--- src/rtl/nand_and_tree_pipe_if.sv ---
// Streaming bundle for nand_and_tree_pipe: input handshake, output handshake and
// self-check status.
interface nand_and_tree_pipe_if #(
    parameter int WIDTH = 8,
    parameter int CNT_W = 8
);
    logic             in_valid;
    logic             in_ready;
    logic [WIDTH-1:0] in_data;
    logic             in_inv;
    logic             out_valid;
    logic             out_ready;
    logic             s;
    logic             err;
    logic [CNT_W-1:0] err_count;

    modport master (
        output in_valid, in_data, in_inv, out_ready,
        input  in_ready, out_valid, s, err, err_count
    );

    modport slave (
        input  in_valid, in_data, in_inv, out_ready,
        output in_ready, out_valid, s, err, err_count
    );
endinterface

--- src/rtl/nand_and_tree_pipe.sv ---
// Pipelined WIDTH-input AND/NAND reduction built from 2-input nand gates, one register per level.
// Define SELF_CHECK_EN to add a behavioural reference pipe with sticky err and saturating err_count.
module nand_and_tree_pipe #(
    parameter int WIDTH = 8,
    parameter int CNT_W = 8
) (
    input logic                   clk,
    input logic                   rst,
    nand_and_tree_pipe_if.slave   bus
);
    localparam int LEVELS = $clog2(WIDTH);

    function automatic int lvl_w(input int k);
        return (WIDTH + (1 << k) - 1) >> k;
    endfunction

    // Registered levels 1..LEVELS are packed back to back in one flat vector.
    function automatic int lvl_off(input int k);
        int o;
        o = 0;
        for (int j = 1; j < k; j++) o += lvl_w(j);
        return o;
    endfunction

    localparam int TOT = lvl_off(LEVELS + 1);

    logic [TOT-1:0]    tree_d;
    logic [TOT-1:0]    ld_mask;
    logic [TOT-1:0]    stage_q, stage_d;
    logic [LEVELS-1:0] valid_q, valid_d;
    logic [LEVELS-1:0] inv_q, inv_d;
    logic [LEVELS-1:0] nxt_valid, nxt_inv, ld;
    logic              stall;

    for (genvar k = 1; k <= LEVELS; k++) begin : g_lvl
        localparam int SW = lvl_w(k - 1);
        localparam int DW = lvl_w(k);
        wire [SW-1:0] src;
        if (k == 1) begin : g_src_in
            assign src = bus.in_data;
        end else begin : g_src_reg
            assign src = stage_q[lvl_off(k - 1) +: SW];
        end
        for (genvar i = 0; i < DW; i++) begin : g_node
            wire b;
            wire nab;
            wire and_o;
            if (2 * i + 1 < SW) begin : g_pair
                assign b = src[2*i+1];
            end else begin : g_pad
                assign b = 1'b1;
            end
            nand u_nand_a (nab, src[2*i], b);
            nand u_nand_b (and_o, nab, nab);
            assign tree_d[lvl_off(k) + i]  = and_o;
            assign ld_mask[lvl_off(k) + i] = ld[k-1];
        end
    end

    always_comb begin
        stall     = valid_q[LEVELS-1] && !bus.out_ready;
        nxt_valid = (valid_q << 1) | LEVELS'(bus.in_valid);
        nxt_inv   = (inv_q << 1) | LEVELS'(bus.in_inv);
        ld        = stall ? '0 : nxt_valid;
        valid_d   = stall ? valid_q : nxt_valid;
        inv_d     = (ld & nxt_inv) | (~ld & inv_q);
    end

    // A level only captures when a valid item arrives, so bubbles never pull X inward.
    always_comb begin
        stage_d = (ld_mask & tree_d) | (~ld_mask & stage_q);
    end

    always_ff @(posedge clk) begin
        if (rst) begin
            stage_q <= '0;
            valid_q <= '0;
            inv_q   <= '0;
        end else begin
            stage_q <= stage_d;
            valid_q <= valid_d;
            inv_q   <= inv_d;
        end
    end

    assign bus.in_ready  = !stall;
    assign bus.out_valid = valid_q[LEVELS-1];
    assign bus.s         = stage_q[TOT-1] ^ inv_q[LEVELS-1];

`ifdef SELF_CHECK_EN
    logic [LEVELS-1:0] ref_q, ref_d;
    logic              err_q, err_d;
    logic [CNT_W-1:0]  cnt_q, cnt_d;
    logic              ref_in;
    logic              mismatch;

    always_comb begin
        ref_in   = bus.in_inv ? ~&bus.in_data : &bus.in_data;
        ref_d    = (ld & ((ref_q << 1) | LEVELS'(ref_in))) | (~ld & ref_q);
        mismatch = valid_q[LEVELS-1] && bus.out_ready && (bus.s != ref_q[LEVELS-1]);
        err_d    = err_q | mismatch;
        cnt_d    = (mismatch && (cnt_q != '1)) ? cnt_q + CNT_W'(1) : cnt_q;
    end

    always_ff @(posedge clk) begin
        if (rst) begin
            ref_q <= '0;
            err_q <= 1'b0;
            cnt_q <= '0;
        end else begin
            ref_q <= ref_d;
            err_q <= err_d;
            cnt_q <= cnt_d;
        end
    end

    assign bus.err       = err_q;
    assign bus.err_count = cnt_q;
`else
    assign bus.err       = 1'b0;
    assign bus.err_count = '0;
`endif
endmodule
--- src/flat_wrapper.sv ---
// flat-port wrapper written by rule: the top's interface ports become plain ports
module nand_and_tree_pipe_flat 
#(
    parameter int WIDTH = 8,
    parameter int CNT_W = 8
)
  (clk, rst, bus_in_valid, bus_in_data, bus_in_inv, bus_out_ready, bus_in_ready, bus_out_valid, bus_s, bus_err, bus_err_count);
  nand_and_tree_pipe_if #(.WIDTH(WIDTH), .CNT_W(CNT_W)) bus_i ();
  input logic clk;
  input logic rst;
  input wire logic [$bits(bus_i.in_valid)-1:0] bus_in_valid;
  input wire logic [$bits(bus_i.in_data)-1:0] bus_in_data;
  input wire logic [$bits(bus_i.in_inv)-1:0] bus_in_inv;
  input wire logic [$bits(bus_i.out_ready)-1:0] bus_out_ready;
  output wire logic [$bits(bus_i.in_ready)-1:0] bus_in_ready;
  output wire logic [$bits(bus_i.out_valid)-1:0] bus_out_valid;
  output wire logic [$bits(bus_i.s)-1:0] bus_s;
  output wire logic [$bits(bus_i.err)-1:0] bus_err;
  output wire logic [$bits(bus_i.err_count)-1:0] bus_err_count;
  assign bus_i.in_valid = bus_in_valid;
  assign bus_i.in_data = bus_in_data;
  assign bus_i.in_inv = bus_in_inv;
  assign bus_i.out_ready = bus_out_ready;
  assign bus_in_ready = bus_i.in_ready;
  assign bus_out_valid = bus_i.out_valid;
  assign bus_s = bus_i.s;
  assign bus_err = bus_i.err;
  assign bus_err_count = bus_i.err_count;
  nand_and_tree_pipe #(.WIDTH(WIDTH), .CNT_W(CNT_W)) u_core (.clk(clk), .rst(rst), .bus(bus_i));
endmodule
--- config.mk ---
export PLATFORM = sky130hd
export DESIGN_NAME = nand_and_tree_pipe_flat
export DESIGN_NICKNAME = d
export VERILOG_FILES = /design/src/rtl/nand_and_tree_pipe_if.sv /design/src/rtl/nand_and_tree_pipe.sv /design/src/flat_wrapper.sv
export SDC_FILE = /design/constraint.sdc
export NUM_CORES = 1
export LEC_CHECK = 0
export ABC_AREA = 1
export BUFFER_PORTS_ARGS = -buffer_cell sky130_fd_sc_hd__buf_2
export CAP_MARGIN = 40
export CORE_ASPECT_RATIO = 0.8
export CORE_MARGIN = 2
export CORE_UTILIZATION = 36
export DETAILED_ROUTE_END_ITERATION = 7
export MAX_ROUTING_LAYER = met4
export SKIP_CTS_REPAIR_TIMING = 1
export SYNTH_ARGS = -nofsm -noshare
export SYNTH_HDL_FRONTEND = slang
export SYNTH_SLANG_ARGS = --single-unit
--- constraint.sdc ---
create_clock -name clk -period 0.9 [get_ports clk]
set_input_delay 0.18 -clock clk [delete_from_list [all_inputs] [get_ports clk]]
set_output_delay 0.18 -clock clk [all_outputs]
set_load 0.05 [all_outputs]
== Word-level counts from Yosys, hierarchy flattened ==
Cells that the tools add are included.

* Bits in registers: 13
* Input port bits: 13

* Mux-type cells: 1
* Bitwise logic cells: 18
* Reductions and logical operators: 3

{| class="wikitable"
|+ Operators by type and width
! kind !! number
|-
| AND 7 bit || 2
|-
| AND 1 bit || 7
|-
| NOT 7 bit || 1
|-
| bitwise OR 7 bit || 1
|-
| AND 3 bit || 2
|-
| bitwise OR 3 x 1 -> 3 bit || 2
|-
| 2-to-1 mux 3 bit || 1
|-
| NOT 3 bit || 1
|-
| bitwise OR 3 bit || 1
|-
| zero test 1 bit || 2
|-
| logical AND 1 bit || 1
|-
| bitwise XOR 1 bit || 1
|}

== Depth between registers and ports, before layout ==
* Depth in word-level cells: 6
* Mapped depth: 6
* Depth with buffers taken out: 5

== Worst setup path after synthesis ==
Ideal clock, no wire load.

* Path kind: flip-flop to flip-flop
* From: register u_core.valid_q[2]
* To: register with a tool-made name
* Data arrival time: 1176 ps
* Required time: 785 ps
* Path slack: -391 ps
* Stages on the path, launching flop included: 5
* Path buffers: 1
* Clock period less this slack: 1291 ps
* Cells stage by stage: dfxtp_1 -> nand2_4 -> buf_6 -> a21oi_1 -> nor2_1

{| class="wikitable"
|+ RTL lines
! element !! RTL line !! RTL
|-
| start, declared || nand_and_tree_pipe.sv:30 || <nowiki>logic [LEVELS-1:0] valid_q, valid_d;</nowiki>
|-
| start signal, assigned || nand_and_tree_pipe.sv:81 || <nowiki>valid_q <= valid_d;</nowiki>
|}

==> impl_metrics.yaml <==
status:
  status: "complete, but fails checks"
  failed_checks: "negative setup slack"
clock_network:
  root_buffer: "clkbuf_4"
  cts.clk_slew.worst_paths_ns: 0.07
  cts_made_buffers: 3
  htree_levels: 1
  cts_tree: "yes"
  cts.sink_count: 13
  cts_buffer_depth: 2
  insertion_delay_ns: 0.28
power_and_ir_drop:
  power_density_mw_per_mm2: 1362
  ir_worst_vdd_mv: 0.8784
  seqPwrFrac_pct: 47.7
  p_sw_w: 0.0004357
  power.share.switching_pct: 32.35
  p_leak_nw: 0.4552
  pwr-share-clk_pct: 26.7
  finalPower_w: 0.001347
  internal_power_w: 0.0009110
  pwr-share-comb_pct: 25.6
yosys:
  yosysSeqAreaShare_pct: 38.81
  synth_edf_count: 0
  synth.most_common_cell: "nand2_1"
  ys_ff_latch: 13
  netlist_top_cells_count: "nand2_1 (19), a21oi_1 (13), dfxtp_1 (13)"
  synthArstFlopShare_pct: 0
  synthCells: 89
  synthTopCellsByArea: "dfxtp_1 (39%), nand2_1 (11%), buf_4 (10%)"
  ys_dominant_reg_cell: "dfxtp_1"
  avgSynthCellArea_um2: 7.535
  synth_area_um2: 670.6
  yosys_warnings: 0
  synth_top_area_cell: "dfxtp_1"
  synth_top_area_share_pct: 38.81
  synth_cell_types: 14
cells_and_area:
  nets: 130
  final_cells: 138
  antenna_cells: 0
  fin_area_um2: 988.4
  drive_above_1_share_pct: 48.28
  area_growth_pct: 47.39
  fin_util_pct: 58.43
placement:
  place_area_um2: 835.8
  hpwl_um: 924.7
  port_buffers: 15
  gp_congestion: 0.7331
  dp_cells: 130
floorplanning:
  die_w_um: 52.26
  boundaryPins: 25
  initial_core_util_pct: 39.64
  row_count: 13
  die_h_um: 42.61
  core-area_mm2: 0.001692
  die_area_mm2: 0.002226
sta:
  rsz0062_at_grt: "yes"
  post-route-worst-setup-slack_ns: -0.2409
  final_max_slew_viol_count: 0
  whs_ns: 0.1032
  fin_crit_sh_pct: 126.8
  hold_viol_final: 0
  period_minus_slack_ns: 1.141
  clock_skew_ns: 0.003795
  setup-violations-final: 13
  max_clock_freq_mhz: 876.5
grt:
  grt_start_max_net_pins: 12
  first_global_vias: 575
  grt_pass1_wl_um: 2270
  antenna_found_initial: 0
  grt_util_all_layers_pct: 14.54
  grt-ovfl-total: 0
worst_setup_path:
  crit_fanout: 2
  cp-start-kind: "flip-flop"
  crit_required_ns: 0.72
  worstPathArrival_ns: 0.96
  critPathKind: "flip-flop to primary output"
  end_kind: "primary output"
routing:
  drt_iter0_drc: 6
  via_per_inst: 4.500
  remaining_drc_errors: 0
  routed_wl_um: 1432
  routedWlPerCell_um: 10.38
  dr.pass1.iters: 3
  ant_nets: 0
  vias: 621
worst_hold_path:
  hold_path.class: "input port to flip-flop"
run:
  maxCapViolations: 0
## cell families after synthesis
kind of cell / share of synthesized area (%)
compound gates: 9.701
xor+xnor: 1.306
buf+inv: 18.28
flops: 38.81
other cells: 0.5592
simple gates: 31.34
## cells in the final DEF (no fill, tap or decap), drive strengths merged
cell type | netlist | layout
buf | 13 | 28
nand2 | 20 | 20
a21oi | 13 | 13
dfxtp | 13 | 13
nand3 | 12 | 12
nor2 | 10 | 10
conb | 1 | 9
inv | 5 | 5
clkbuf | 0 | 4
xor2 | 1 | 1
clkinv | 1 | 1
## through the flow
step | TNS, ns | setup WS, ns
finish | -1.366 | -0.2409
global route | -2.051 | -0.2893
CTS | -0.9837 | -0.4125
detailed placement | -0.2769 | -0.09858
global placement | -0.1364 | -0.08956
floorplan | -0.7750 | -0.06958
## power groups by stage
stage	sequential, W	combinational [W]	clock, W
after floorplan	0.000655	0.000262	0
after global placement	0.000654	0.000300	0
after detailed placement	0.000654	0.000307	0
after CTS	0.000641	0.000308	0.000380
after global routing	0.000647	0.000374	0.000409
final	0.000642	0.000344	0.000360
## routing by layer
| layer | wire length (µm) | share of wire, % | GRT usage [%] |
|---|---|---|---|
| met5 | 0 | 0 | - |
| met4 | 29 | 2.0 | 6.667 |
| met3 | 92 | 6.4 | 5.357 |
| met2 | 709 | 50 | 23.54 |
| met1 | 600 | 42 | 15.75 |
## worst max-delay path: stages (launching register included)
cell,delay [ns]
dfxtp_4,0.37
xor2_4,0.17
buf_6,0.15
## final timing paths
| check | endpoint | startpoint | slack, ns | cells after the start |
|---|---|---|---|---|
| setup / recovery | bus_s | flip-flop | -0.24 | 2 |
| hold / removal | u_core.valid_q[1] | rst | 0.10 | 2 |
| setup reg to reg | flip-flop | u_core.valid_q[2] | -0.11 | 5 |
| hold reg to reg | flip-flop | flip-flop | 0.48 | 2 |
## final cells by class
| class | count | area, µm² |
|---|---|---|
| fillers | 167 | 703.2 |
| multi-input cells | 65 | 397.9 |
| flip-flops and latches | 13 | 272.8 |
| repair buffers | 28 | 241.5 |
| well taps | 22 | 27.53 |
| clock buffers | 4 | 26.28 |
| inverters | 6 | 22.52 |
No activity file was read; power rests on OpenSTA's default activity.
